[src/rtl/l1i_pkg.sv]
// rtl/l1i_pkg.sv - shared constants, FSM state type and address helpers for the L1 I-cache controller
package l1i_pkg;

  localparam int ADDR_W_DFLT = 32;
  localparam int INDEX_W     = 2;
  localparam int OFFSET_W    = 6;
  localparam int TAG_W       = ADDR_W_DFLT - INDEX_W - OFFSET_W;
  localparam int NUM_SETS    = 1 << INDEX_W;
  localparam int NUM_WAYS    = 2;

  typedef enum logic [1:0] {
    IDLE,
    LOOKUP,
    MISS
  } state_e;

  typedef struct packed {
    logic [INDEX_W-1:0]  index;
    logic [OFFSET_W-1:0] offset;
  } line_pos_t;

  // Splits the low address bits into set index and byte offset within the line.
  function automatic line_pos_t line_pos(input logic [INDEX_W+OFFSET_W-1:0] low);
    return line_pos_t'(low);
  endfunction

endpackage

[src/rtl/l1i_tag_array.sv]
// rtl/l1i_tag_array.sv - tag/valid/LRU storage with hit detection, victim choice, fill and flush
module l1i_tag_array
  import l1i_pkg::*;
#(
  parameter int TAG_BITS = TAG_W
) (
  input  logic                clk,
  input  logic                nrst,
  input  logic [INDEX_W-1:0]  index,
  input  logic [TAG_BITS-1:0] tag,
  output logic                hit,
  output logic                hit_way,
  output logic                victim_way,
  input  logic                touch,
  input  logic                fill,
  input  logic                fill_way,
  input  logic                flush
);

  logic [TAG_BITS-1:0] tags  [NUM_SETS][NUM_WAYS];
  logic [NUM_WAYS-1:0] valid [NUM_SETS];
  logic [NUM_SETS-1:0] lru;
  logic [NUM_WAYS-1:0] match;

  always_comb begin
    match = '0;
    for (int w = 0; w < NUM_WAYS; w++) begin
      match[w] = valid[index][w] && (tags[index][w] == tag);
    end
  end

  // A double match cannot arise legally; way 0 wins if it ever does.
  assign hit        = |match;
  assign hit_way    = ~match[0];
  assign victim_way = !valid[index][0] ? 1'b0 :
                      !valid[index][1] ? 1'b1 : lru[index];

  always_ff @(posedge clk or negedge nrst) begin
    if (!nrst) begin
      for (int s = 0; s < NUM_SETS; s++) begin
        valid[s] <= '0;
        for (int w = 0; w < NUM_WAYS; w++) begin
          tags[s][w] <= '0;
        end
      end
      lru <= '0;
    end else begin
      if (flush) begin
        for (int s = 0; s < NUM_SETS; s++) begin
          valid[s] <= '0;
        end
      end
      if (fill) begin
        tags[index][fill_way]  <= tag;
        valid[index][fill_way] <= 1'b1;
      end
      if (touch) begin
        lru[index] <= ~hit_way;
      end
    end
  end

endmodule

[src/rtl/l1_i_cache_ctrl.sv]
// rtl/l1_i_cache_ctrl.sv - L1 I-cache control FSM: lookup, victim refill from L2, data array steering
// Optional hit/miss counters are enabled with L1I_PERF_CNT_EN.
module l1_i_cache_ctrl
  import l1i_pkg::*;
#(
  parameter int ADDR_W = 32
) (
  input  logic                clk,
  input  logic                nrst,
  input  logic                cpu_req,
  input  logic [ADDR_W-1:0]   cpu_addr,
  output logic                cpu_ready,
  output logic                cpu_valid,
  input  logic                flush,
  output logic                l2_req,
  output logic [ADDR_W-1:0]   l2_addr,
  input  logic                l2_ready,
  output logic [INDEX_W-1:0]  index_C_L1,
  output logic [OFFSET_W-1:0] offset,
  output logic                way,
  output logic                refill
`ifdef L1I_PERF_CNT_EN
  ,
  output logic [31:0]         hit_cnt,
  output logic [31:0]         miss_cnt
`endif
);

  localparam int LTAG_W = ADDR_W - INDEX_W - OFFSET_W;

  state_e            state;
  logic [ADDR_W-1:0] addr_q;
  line_pos_t         pos;
  logic              hit;
  logic              hit_way;
  logic              victim_way;

  assign pos        = line_pos(addr_q[INDEX_W+OFFSET_W-1:0]);
  assign index_C_L1 = pos.index;
  assign offset     = pos.offset;
  assign l2_addr    = {addr_q[ADDR_W-1:OFFSET_W], {OFFSET_W{1'b0}}};

  // A flush takes the idle cycle, so a request presented alongside it must be held.
  assign cpu_ready  = (state == IDLE) && !flush;
  // The refill strobe must coincide with the cycle the line sits on the L2 data bus.
  assign refill     = (state == MISS) && l2_ready;

  l1i_tag_array #(
    .TAG_BITS (LTAG_W)
  ) u_tag_array (
    .clk        (clk),
    .nrst       (nrst),
    .index      (pos.index),
    .tag        (addr_q[ADDR_W-1 -: LTAG_W]),
    .hit        (hit),
    .hit_way    (hit_way),
    .victim_way (victim_way),
    .touch      ((state == LOOKUP) && hit),
    .fill       (refill),
    .fill_way   (way),
    .flush      ((state == IDLE) && flush)
  );

  always_ff @(posedge clk or negedge nrst) begin
    if (!nrst) begin
      state     <= IDLE;
      addr_q    <= '0;
      cpu_valid <= 1'b0;
      l2_req    <= 1'b0;
      way       <= 1'b0;
    end else begin
      cpu_valid <= 1'b0;
      case (state)
        IDLE: begin
          if (!flush && cpu_req) begin
            addr_q <= cpu_addr;
            state  <= LOOKUP;
          end
        end
        LOOKUP: begin
          if (hit) begin
            way       <= hit_way;
            cpu_valid <= 1'b1;
            state     <= IDLE;
          end else begin
            way    <= victim_way;
            l2_req <= 1'b1;
            state  <= MISS;
          end
        end
        MISS: begin
          if (l2_ready) begin
            l2_req <= 1'b0;
            state  <= LOOKUP;
          end
        end
        default: state <= IDLE;
      endcase
    end
  end

`ifdef L1I_PERF_CNT_EN
  logic relookup;

  // The lookup that follows a refill always hits and is not a genuine hit.
  always_ff @(posedge clk or negedge nrst) begin
    if (!nrst) begin
      hit_cnt  <= '0;
      miss_cnt <= '0;
      relookup <= 1'b0;
    end else begin
      if (refill) begin
        relookup <= 1'b1;
      end else if (state == LOOKUP) begin
        relookup <= 1'b0;
      end
      if (state == LOOKUP) begin
        if (hit && !relookup) begin
          hit_cnt <= hit_cnt + 32'd1;
        end
        if (!hit) begin
          miss_cnt <= miss_cnt + 32'd1;
        end
      end
    end
  end
`endif

endmodule

[config.mk]
export PLATFORM = sky130hd
export DESIGN_NAME = l1_i_cache_ctrl
export DESIGN_NICKNAME = d
export VERILOG_FILES = /design/src/rtl/l1i_pkg.sv /design/src/rtl/l1i_tag_array.sv /design/src/rtl/l1_i_cache_ctrl.sv
export SDC_FILE = /design/constraint.sdc
export NUM_CORES = 1
export LEC_CHECK = 0
export CAP_MARGIN = 20
export CELL_PAD_IN_SITES_DETAIL_PLACEMENT = 1
export CELL_PAD_IN_SITES_GLOBAL_PLACEMENT = 1
export CORE_ASPECT_RATIO = 1.75
export CORE_MARGIN = 2
export CORE_UTILIZATION = 51
export DETAILED_ROUTE_END_ITERATION = 8
export PLACE_DENSITY = 0.82
export SLEW_MARGIN = 0
export SYNTH_ARGS = -nofsm -noshare
export SYNTH_HDL_FRONTEND = slang
export SYNTH_HIERARCHICAL = 1
export SYNTH_SLANG_ARGS = --single-unit
[constraint.sdc]
create_clock -name clk -period 7.3 [get_ports clk]
set_input_delay 0.73 -clock clk [delete_from_list [all_inputs] [get_ports clk]]
set_output_delay 0.73 -clock clk [all_outputs]
set_load 0.05 [all_outputs]
## Word-level counts from Yosys, hierarchy flattened

Index checks and enable logic that the tools add are counted.

- Register bits: 241
- Input bits: 37
- Output and inout bits: 45
- Logic and storage cells: 89

- $lt $le $gt $ge: 8
- Equality and inequality tests: 7
- Multiplexer cells: 34
- Bitwise gates (word level): 4
- Reductions and logical operators: 18

Operator list:

| kind | number |
|---|---|
| 192-bit bitwise mux | 1 |
| 48-bit 2-to-1 mux | 3 |
| 48-bit binary-select mux with 2-bit select | 1 |
| 48-bit demux with 2-bit select | 1 |
| 24-bit == test | 2 |
| 24-bit demux with 1-bit select | 1 |
| 24-bit 2-to-1 mux | 1 |
| 8-bit 2-to-1 mux | 2 |
| 2-bit 2-to-1 mux | 6 |
| 1-bit logical AND | 11 |
| 1-bit 2-to-1 mux | 10 |
| 8-bit bitwise OR | 1 |
| 2-bit one-hot mux with 3 select lines | 1 |
| 2-bit binary-select mux with 2-bit select | 1 |
| 4-bit bitwise mux | 1 |
| 2-bit demux with 2-bit select | 1 |
| 2-bit inequality test (second input constant) | 2 |
| 2-bit AND reduction | 2 |
| 3-bit >= comparator (second input constant) | 1 |
| 2-bit by 3-bit less-than comparator with 1-bit output (second input constant) | 1 |
| 3-bit by 1-bit less-than comparator with 1-bit output (second input constant) | 1 |
| 2-bit inverter with 3-bit output | 1 |
| 3-bit AND reduction | 1 |
| 1-bit binary-select mux with 2-bit select | 1 |
| 17 further kinds | 17 |

## Longest topological paths before layout

Gate-level depths: netlist of run 1.

- Depth after elaboration: 9
- Depth in mapped cells: 14
- Depth with buffers taken out: 10

## Modules after synthesis

The synthesis of run 1 kept the hierarchy.

Modules (own cells, without submodules):

| module | times used | cells an instance | area an instance (µm²) | seq. area each (µm²) |
|---|---|---|---|---|
| l1i_tag_array | 1 | 674 | 9784.4 | 5104.9 |
| l1_i_cache_ctrl | 1 | 99 | 1527.7 | 925.9 |

## Worst setup path before layout of run 1

OpenSTA, ideal clock, no wires.

- Kind: register to register
- Start point: register addr_q[6]
- End point: register way
- Setup time: 125 ps
- Data arrival time: 3214 ps
- Data required time: 7175 ps
- Path slack: 3961 ps
- Cell stages (with the launch flop): 10
- Path buffers: 2
- Period minus slack after synthesis: 3339 ps
- Cell sequence: dfrtp_1 -> buf_6 -> buf_4 -> mux4_2 -> xor2_1 -> nor4_1 -> nand2_1 -> o41ai_1 -> mux2_2 -> mux2_2

- Cells in the longest elaborated chain, start to end: 8
- Elaborated cells between the ends (all ways): 18
- Classes of those cells: eq/ne: 2; mux: 11; bitwise: 2; reduce/logical: 3

Ends and longest elaborated chain:

| element | line | RTL |
|---|---|---|
| start, declared | l1_i_cache_ctrl.sv:32 | `logic [ADDR_W-1:0] addr_q;` |
| start signal, assigned | l1_i_cache_ctrl.sv:76 | `addr_q <= cpu_addr;` |
| 2-bit inverter with 3-bit output (not written as such) (*) | l1i_tag_array.sv:28 | `match[w] = valid[index][w] && (tags[index][w] == tag);` |
| 48-bit binary-select mux with 2-bit select | l1i_tag_array.sv:28 |  |
| 48-bit 2-to-1 mux (not written as such) (2 in a row) | l1i_tag_array.sv:28 |  |
| 24-bit == test | l1i_tag_array.sv:28 |  |
| 1-bit logical AND | l1i_tag_array.sv:28 |  |
| 2-bit OR reduction (*) | l1i_tag_array.sv:33 | `assign hit = \|match;` |
| named net hit | l1_i_cache_ctrl.sv:34 | `logic hit;` |
| 1-bit 2-to-1 mux (*) | l1_i_cache_ctrl.sv:81 | `if (hit) begin` |
| end signal, assigned | l1_i_cache_ctrl.sv:82 | `way <= hit_way;` |
| end signal, assigned | l1_i_cache_ctrl.sv:86 | `way <= victim_way;` |
| end, declared | l1_i_cache_ctrl.sv:20 | `output logic way,` |

Mark *: on every way through the listed nets, which the timed path passes. The rest lies on a longest branch. The select of a mux whose other input is x is not followed.
A chain may end at the register's enable or synchronous reset.

## Final worst setup path of run 1

- Start point: register addr_q[7]
- End point: register u_tag_array.lru[3]

- Cells in the longest elaborated chain, start to end: 8
- Elaborated cells between the ends (all ways): 19
- Classes of those cells: order compare: 2; eq/ne: 2; mux: 9; bitwise: 1; reduce/logical: 5

Ends and longest elaborated chain:

| element | line | RTL |
|---|---|---|
| 2-bit inverter with 3-bit output (not written as such) (*) | l1i_tag_array.sv:28 |  |
| 48-bit binary-select mux with 2-bit select | l1i_tag_array.sv:28 |  |
| 48-bit 2-to-1 mux (not written as such) (2 in a row) | l1i_tag_array.sv:28 |  |
| 24-bit == test | l1i_tag_array.sv:28 |  |
| 1-bit logical AND | l1i_tag_array.sv:28 |  |
| 2-bit OR reduction (*) | l1i_tag_array.sv:33 |  |
| named net hit | l1_i_cache_ctrl.sv:34 |  |
| 1-bit logical AND (*) | l1_i_cache_ctrl.sv:58 | `.touch ((state == LOOKUP) && hit),` |
| end signal, assigned by index | l1i_tag_array.sv:58 | `lru[index] <= ~hit_way;` |
| end, declared | l1i_tag_array.sv:22 | `logic [NUM_SETS-1:0] lru;` |

Marked as above.

==> results of run 1 <==
-- critical path, stage by stage, from the launching register on --
cell	delay (ns)
sky130_fd_sc_hd__dfrtp_4	0.96
sky130_fd_sc_hd__buf_4	0.64
sky130_fd_sc_hd__mux2i_1	0.34
sky130_fd_sc_hd__o21ai_0	0.12
sky130_fd_sc_hd__or4_4	0.60
sky130_fd_sc_hd__a2111oi_4	0.42
sky130_fd_sc_hd__nand4_4	0.20
sky130_fd_sc_hd__o41ai_1	0.13
sky130_fd_sc_hd__clkbuf_2	0.25
sky130_fd_sc_hd__and2_1	0.24
sky130_fd_sc_hd__nand3_1	0.16
sky130_fd_sc_hd__nand2_1	0.16
sky130_fd_sc_hd__o21ai_1	0.07
-- flip-flops by register name, indices dropped and copies added, names as in the netlist --
signal             cells
u_tag_array/tags     192
addr_q                32
u_tag_array/valid      8
u_tag_array/lru        4
state                  2
cpu_valid              1
l2_req                 1
way                    1
-- routing by layer --
layer / global-route usage [%] / vias to the layer above / part of all wire [%]
met4: 7.86 / 0 / 3.0
met3: 2.99 / 53 / 3.2
met1: 31.1 / 3610 / 39
met5: 0 / - / 0
li1: - / 2876 / -
met2: 45.5 / 175 / 55
-- cells in the final DEF, fill, tap and decap left out, types with 4 or more instances in the layout --
cell / Yosys / routed
sky130_fd_sc_hd__mux2i_1: 37 / 37
sky130_fd_sc_hd__clkinv_2: 0 / 4
sky130_fd_sc_hd__xor2_1: 19 / 19
sky130_fd_sc_hd__nand2_1: 14 / 14
sky130_fd_sc_hd__inv_1: 9 / 9
sky130_fd_sc_hd__xnor2_1: 27 / 27
sky130_fd_sc_hd__conb_1: 1 / 6
sky130_fd_sc_hd__dfrtp_1: 241 / 239
sky130_fd_sc_hd__o21ai_0: 13 / 13
sky130_fd_sc_hd__nand4_1: 7 / 7
sky130_fd_sc_hd__a21o_1: 5 / 5
sky130_fd_sc_hd__mux4_2: 26 / 26
sky130_fd_sc_hd__mux4_1: 7 / 7
sky130_fd_sc_hd__clkbuf_16: 0 / 25
sky130_fd_sc_hd__mux2_2: 219 / 219
sky130_fd_sc_hd__clkdlybuf4s50_1: 0 / 74
sky130_fd_sc_hd__nor2_1: 8 / 8
sky130_fd_sc_hd__o21ai_1: 4 / 4
sky130_fd_sc_hd__clkbuf_1: 23 / 8
sky130_fd_sc_hd__buf_4: 14 / 12
sky130_fd_sc_hd__nand3_1: 6 / 6
sky130_fd_sc_hd__mux2_1: 5 / 5
-- cell families after synthesis --
group | after synthesis | share of synthesized area [%]
DFF | 241 | 53.3
AOI/OAI and AO/OA | 48 | 3.14
xor gates and xnor gates | 46 | 3.56
other | 1 | 0.0332
and+or+nand+nor | 61 | 3.40
buffers and inverters | 81 | 4.05
muxes | 295 | 32.5
-- worst max path at each step --
stage / startpoint / end / slack [ns]
finish: addr_q[7]$_DFFE_PN0P_ / u_tag_array/lru[3]$_DFFE_PN0P_ / 2.83
global route: addr_q[7]$_DFFE_PN0P_ / u_tag_array/lru[3]$_DFFE_PN0P_ / 2.70
CTS: addr_q[7]$_DFFE_PN0P_ / u_tag_array/lru[3]$_DFFE_PN0P_ / 2.65
detailed placement: addr_q[7]$_DFFE_PN0P_ / u_tag_array/lru[3]$_DFFE_PN0P_ / 2.74
global placement: addr_q[7]$_DFFE_PN0P_ / way$_DFFE_PN0N_ / 2.96
floorplan: addr_q[6]$_DFFE_PN0P_ / way$_DFFE_PN0N_ / 3.96
-- power breakdown --
part | switching (W) | internal [W]
Combinational | 0.00122 | 0.00114
Sequential | 0.000654 | 0.00185
Clock | 0.000513 | 0.000756
Total | 0.00239 | 0.00374
-- metrics by stage --
stage	utilization, %	instance area [um2]	hold slack, ns	total power (W)	instances
after detailed placement	55.2	12100	0.470	0.00484	1089
after floorplan	-	11300	0.434	0.00409	778
final	59.0	13000	0.253	0.00613	1134
after global routing	59.0	13000	0.300	0.00642	1134
after CTS	58.9	12900	0.297	0.00616	1132
after global placement	55.2	12100	0.461	0.00469	1089
-- cells in the mapped netlist, types with 2 or more instances --
| cell type | n |
|---|---|
| sky130_fd_sc_hd__a21o_1 | 5 |
| sky130_fd_sc_hd__a21oi_1 | 3 |
| sky130_fd_sc_hd__a221oi_1 | 2 |
| sky130_fd_sc_hd__a22oi_1 | 2 |
| sky130_fd_sc_hd__a2bb2oi_1 | 2 |
| sky130_fd_sc_hd__and2_1 | 3 |
| sky130_fd_sc_hd__buf_1 | 6 |
| sky130_fd_sc_hd__buf_2 | 18 |
| sky130_fd_sc_hd__buf_4 | 14 |
| sky130_fd_sc_hd__buf_6 | 10 |
| sky130_fd_sc_hd__clkbuf_1 | 23 |
| sky130_fd_sc_hd__dfrtp_1 | 241 |
| sky130_fd_sc_hd__inv_1 | 9 |
| sky130_fd_sc_hd__mux2_1 | 5 |
| sky130_fd_sc_hd__mux2_2 | 219 |
| sky130_fd_sc_hd__mux2i_1 | 37 |
| sky130_fd_sc_hd__mux4_1 | 7 |
| sky130_fd_sc_hd__mux4_2 | 26 |
| sky130_fd_sc_hd__nand2_1 | 14 |
| sky130_fd_sc_hd__nand3_1 | 6 |
| sky130_fd_sc_hd__nand4_1 | 7 |
| sky130_fd_sc_hd__nor2_1 | 8 |
| sky130_fd_sc_hd__nor2b_1 | 2 |
| sky130_fd_sc_hd__nor3_1 | 3 |
| sky130_fd_sc_hd__nor3_2 | 2 |
| sky130_fd_sc_hd__nor3b_1 | 2 |
| sky130_fd_sc_hd__nor4_1 | 3 |
| sky130_fd_sc_hd__o2111ai_1 | 3 |
| sky130_fd_sc_hd__o21ai_0 | 13 |
| sky130_fd_sc_hd__o21ai_1 | 4 |
| sky130_fd_sc_hd__or3_1 | 2 |
| sky130_fd_sc_hd__xnor2_1 | 27 |
| sky130_fd_sc_hd__xor2_1 | 19 |
-- area by class of cell --
cell class                 count  share of cell area [%]
timing repair buffer          89                    6.65
clock buffer                  35                    5.27
sequential                   241                    46.6
multi-input combinational    456                    37.5
tap                          296                    2.86
inverter                       9                   0.261
clock inverter                 8                   0.917
==> flow_metrics.env, run 1 <==
export IMPL_synthArstFlopShare_pct=100
export IMPL_sequential_cell_area_um2=6040
export IMPL_synth_area_leaders="sky130_fd_sc_hd__dfrtp_1 53%, sky130_fd_sc_hd__mux2_2 22%, sky130_fd_sc_hd__mux4_2 5.2%, sky130_fd_sc_hd__mux2i_1 3.3%, sky130_fd_sc_hd__xnor2_1 2.1%"
export IMPL_worstReg2RegStart="addr_q[7]$_DFFE_PN0P_"
export IMPL_post_cts_resized=0
export IMPL_cts_root_buf="sky130_fd_sc_hd__clkbuf_16"
export IMPL_globalRouteOverflowTotal=0
export IMPL_cts_repair_timing_setup_buffer_count=0
export IMPL_path_class="reg2reg"
export IMPL_required_ns=7.70
export IMPL_worst_pin_slew_ns=0.960
export IMPL_synthDistinctLibCells=59
export IMPL_globalplace_congestion=0.815
export IMPL_yosysWarningCount=6
export IMPL_ctsHtreeMaxLevel=1
export IMPL_clock_insertion_delay_worst_skew_ns=0.51
export IMPL_synth_top_cell_area_share_pct=53.3
export IMPL_seq_area_frac_synth_pct=53.3
export IMPL_fraction_of_final_layout_cells_with_drive_strength_greater_than_1_pct=36.9
export IMPL_setup_violations=0
export IMPL_design_core_area_um2=22000
export IMPL_area_growth_synth_to_final_pct=14.6
export IMPL_timing_max_cap_violations=0
export IMPL_cp_end_kind="register"
export IMPL_portBuffers=75
export IMPL_status="finished, final reports clean"
export IMPL_fp_dieH_um=201
export IMPL_synth_cells=773
export IMPL_clock_sinks=241
export IMPL_place_hpwl_mm=18.1
export IMPL_drt_first_iter_violations=324
export IMPL_tritoncts="yes"
export IMPL_finalCritPeriodShare_pct=61.3
export IMPL_number_of_flops_mapped_to_enable_cells_by_yosys=0
export IMPL_cts_clk_pin_slew_worst_paths_ns=0.06
export IMPL_postRouteWirelength_mm=28.4
export IMPL_cp_max_fo=49
export IMPL_dp_slack_ns=2.74
export IMPL_route_vias_total=6714
export IMPL_grt_usage_pct=25.2
export IMPL_postRouteAntennaNets=0
export IMPL_post_synthesis_register_bit_count=241
export IMPL_syn_mean_instance_area_um2=14.6
export IMPL_max_freq_mhz=223
export IMPL_postSynth_topFlopCell="sky130_fd_sc_hd__dfrtp_1"
export IMPL_arrival_time_at_the_worst_endpoint_ns=4.87
export IMPL_antenna_found_initial=0
export IMPL_routed_via_density=5.92
export IMPL_floorplan_die_width_um=117
export IMPL_post_synth_instance_area_um2=11300
export IMPL_number_of_buffers_created_by_cts=24
export IMPL_setup_tns_ns=0
export IMPL_skew_ns=0.0116
export IMPL_avgRoutedWirePerCell_um=25.0
export IMPL_timing_max_transition_violations_final=0
export IMPL_clock_path_buffers=3
export IMPL_start_kind="register"
export IMPL_fp_dieArea_um2=23400
export IMPL_rsz_0062_raised_after_global_routing="false"
export IMPL_r2r_worst_path_cells=12
export IMPL_largest_net_degree_at_the_start_of_global_routing=104
export IMPL_design_final_nets=858
export IMPL_synth_area_leader_cell="sky130_fd_sc_hd__dfrtp_1"
export IMPL_number_of_antenna_diodes=0
export IMPL_start_util_pct=51.5
export IMPL_nFillCells=2097
export IMPL_ir_worst_vdd_mv=0.349
export IMPL_rows=72
export IMPL_cts_hold_fix_buffers=0
export IMPL_timing_slew_headroom_pct=36.0
export IMPL_wire_length_of_the_first_global_routing_pass_mm=45.2
export IMPL_ios=82
export IMPL_register_to_register_setup_slack_ns=2.83
export IMPL_timing_final_hold_violations=0
export IMPL_drt_first_pass_iters=4
export IMPL_timing_final_ws_setup_ns=2.83
export IMPL_grt_pass1_vias=7760
export IMPL_area_used_by_multi_input_combinational_logic_um2=4860
export IMPL_period_needed_ns=4.47
export IMPL_hold_path_class="in2async"
export IMPL_rr_endpoint="u_tag_array/lru[3]$_DFFE_PN0P_"
export IMPL_leakage_nw=5.90
export IMPL_p_per_area_nw_per_um2=473
export IMPL_drc_errors=0
(Power assumes the default switching activity.)
==> run 2: changes to the inputs <==
--- a/config.mk
+++ b/config.mk
@@ -10,9 +10,9 @@
 export CELL_PAD_IN_SITES_GLOBAL_PLACEMENT = 1
 export CORE_ASPECT_RATIO = 1.75
 export CORE_MARGIN = 2
-export CORE_UTILIZATION = 51
+export CORE_UTILIZATION = 49
 export DETAILED_ROUTE_END_ITERATION = 8
-export PLACE_DENSITY = 0.82
+export PLACE_DENSITY = 0.79
 export SLEW_MARGIN = 0
 export SYNTH_ARGS = -nofsm -noshare
 export SYNTH_HDL_FRONTEND = slang
==> constraint.sdc (replaced) <==
create_clock -name clk -period 4.2 [get_ports clk]
set_input_delay 0.42 -clock clk [delete_from_list [all_inputs] [get_ports clk]]
set_output_delay 0.42 -clock clk [all_outputs]
set_load 0.05 [all_outputs]
==> flow_metrics.env, run 2 (synthesis results as in run 1) <==
export IMPL_status="finished, final reports clean"
export IMPL_groute_layer_met2_usage_pct=45.4
export IMPL_rsz_0062_raised_after_global_routing="false"
export IMPL_period_needed_ns=3.75
export IMPL_grt_pass1_vias=7697
export IMPL_antenna_found_initial=0
export IMPL_floorplan_die_width_um=119
export IMPL_whs_ns=0.00532
export IMPL_grt_usage_pct=24.1
export IMPL_share_seq_of_total_power_pct=39.7
export IMPL_cp_end_kind="register"
export IMPL_cts_hold_fix_buffers=0
export IMPL_drt_first_pass_iters=4
export IMPL_timing_slew_headroom_pct=30.3
export IMPL_timing_max_cap_violations=0
export IMPL_design_final_nets=867
export IMPL_largest_register_ff_count=192
export IMPL_drt_first_iter_violations=342
export IMPL_cts_root_buf="sky130_fd_sc_hd__clkbuf_16"
export IMPL_globalRouteOverflowTotal=0
export IMPL_ctsHtreeMaxLevel=1
export IMPL_cp_max_fo=34
export IMPL_start_kind="register"
export IMPL_grt_met3_usage_pct=2.59
export IMPL_global_route_usage_met1_pct=28.6
export IMPL_rows=73
export IMPL_largest_net_degree_at_the_start_of_global_routing=137
export IMPL_required_ns=4.61
export IMPL_nFillCells=2120
export IMPL_clock_sinks=241
export IMPL_leakage_nw=5.98
export IMPL_number_of_buffers_created_by_cts=24
export IMPL_hold_path_class="in2async"
export IMPL_clock_power_share_pct=21.2
export IMPL_setup_tns_ns=0
export IMPL_switchingPower_w=0.00418
export IMPL_finalCritPeriodShare_pct=89.2
export IMPL_timing_final_hold_violations=0
export IMPL_arrival_time_at_the_worst_endpoint_ns=4.16
export IMPL_placed_cells=1104
export IMPL_postRouteWirelength_mm=28.4
export IMPL_power_internal_w=0.00663
export IMPL_timing_max_transition_violations_final=0
export IMPL_design_core_area_um2=22700
export IMPL_portBuffers=75
export IMPL_fp_dieArea_um2=24400
export IMPL_wire_length_of_the_first_global_routing_pass_mm=45.4
export IMPL_power_combinational_fraction_pct=39.1
export IMPL_drc_errors=0
export IMPL_switching_share_pct=38.7
export IMPL_start_util_pct=49.7
export IMPL_globalplace_congestion=0.838
export IMPL_fp_dieH_um=205
export IMPL_skew_ns=0.00871
export IMPL_post_cts_resized=0
export IMPL_p_per_area_nw_per_um2=823
export IMPL_tritoncts="yes"
export IMPL_global_route_peak_usage_layer="met2"
export IMPL_path_class="reg2reg"
export IMPL_avgRoutedWirePerCell_um=24.7
export IMPL_clock_insertion_delay_worst_skew_ns=0.52
export IMPL_sequential_cell_area_um2=6040
export IMPL_number_of_antenna_diodes=0
export IMPL_ir_worst_vdd_mv=0.487
export IMPL_reg_top3="u_tag_array/tags: 192 flops, addr_q: 32 flops, u_tag_array/valid: 8 flops"
export IMPL_setup_violations=0
export IMPL_leading_cell_type_in_the_layout_fill_and_taps_excluded="sky130_fd_sc_hd__dfrtp_1"
export IMPL_max_freq_mhz=267
export IMPL_final_util_pct=57.7
export IMPL_cts_clk_pin_slew_worst_paths_ns=0.06
export IMPL_regMostFlops="u_tag_array/tags"
export IMPL_worst_pin_slew_ns=1.05
export IMPL_fraction_of_final_layout_cells_with_drive_strength_greater_than_1_pct=37.9
export IMPL_place_hpwl_mm=18.7
export IMPL_routed_via_density=5.84
export IMPL_cts_repair_timing_setup_buffer_count=0
export IMPL_area_growth_synth_to_final_pct=16.1
export IMPL_ios=82
export IMPL_final_cells=1148
export IMPL_area_used_by_multi_input_combinational_logic_um2=4860
export IMPL_clock_path_buffers=3
export IMPL_final_cell_mix="239 x sky130_fd_sc_hd__dfrtp_1, 219 x sky130_fd_sc_hd__mux2_2, 74 x sky130_fd_sc_hd__clkdlybuf4s50_1"
export IMPL_postRouteAntennaNets=0
export IMPL_route_vias_total=6707
[run 2: changes by cell type in the layout (fill, tap and decap cells not counted), sizes merged]
cell	change
clkinvlp	+1
buf	+10
clkbuf	-1
[run 2: worst paths after layout]
check / start / to / slack (ns) / cells past startpoint
worst min-delay path: nrst / addr_q[28]$_DFFE_PN0P_ / 0.005 / 1
worst max-delay path: addr_q[7]$_DFFE_PN0P_ / way$_DFFE_PN0N_ / 0.45 / 9
min in group clk: u_tag_array/valid[6]$_DFF_PN0_ / u_tag_array/valid[6]$_DFF_PN0_ / 0.48 / 1
worst min register to register: u_tag_array/valid[6]$_DFF_PN0_ / u_tag_array/valid[6]$_DFF_PN0_ / 0.48 / 1
max in group asynchronous: nrst / addr_q[6]$_DFFE_PN0P_ / 3.13 / 2
worst max register to register: addr_q[7]$_DFFE_PN0P_ / way$_DFFE_PN0N_ / 0.45 / 9
[run 2: metrics by stage]
stage	total power, W	area, um2	setup WS (ns)
6_report	0.0108	13100	0.452
5_1_grt	0.0113	13100	0.329
4_1_cts	0.0109	13100	0.443
3_5_place_dp	0.00854	12300	0.489
3_3_place_gp	0.00830	12300	0.0784
2_1_floorplan	0.00711	11300	0.861
[run 2: layout make-up]
class                   instances  share of cell area, %
clock inverters                 9                  0.981
clock buffers                  35                   5.43
repair buffers                 98                   7.53
flip-flops and latches        241                   46.0
well taps                     300                   2.86
inverters                       9                  0.257
multi-input cells             456                   37.0
[run 2: worst max-delay path, stage by stage (launching register included)]
cell and delay [ns]:
sky130_fd_sc_hd__dfrtp_4 0.81, sky130_fd_sc_hd__buf_4 0.35, sky130_fd_sc_hd__mux4_2 0.36, sky130_fd_sc_hd__xor2_1 0.17, sky130_fd_sc_hd__nor4_1 0.52, sky130_fd_sc_hd__nand2_1 0.11, sky130_fd_sc_hd__o41ai_1 0.39, sky130_fd_sc_hd__buf_2 0.25
sky130_fd_sc_hd__mux2_2 0.37, sky130_fd_sc_hd__mux2_2 0.27
[run 2: routing by layer]
metal	routed length, um	vias to the layer above
met1	11000	3622
met2	15900	121
met3	759	46
met4	688	0
li1	-	2918
met5	0	-
[run 2: power groups by stage]
| stage | logic (W) | registers [W] | clock network (W) |
|---|---|---|---|
| 2_1_floorplan | 0.00290 | 0.00422 | 0 |
| 3_3_place_gp | 0.00410 | 0.00420 | 0 |
| 3_5_place_dp | 0.00423 | 0.00431 | 0 |
| 4_1_cts | 0.00426 | 0.00429 | 0.00233 |
| 5_1_grt | 0.00446 | 0.00444 | 0.00243 |
| 6_report | 0.00423 | 0.00429 | 0.00229 |
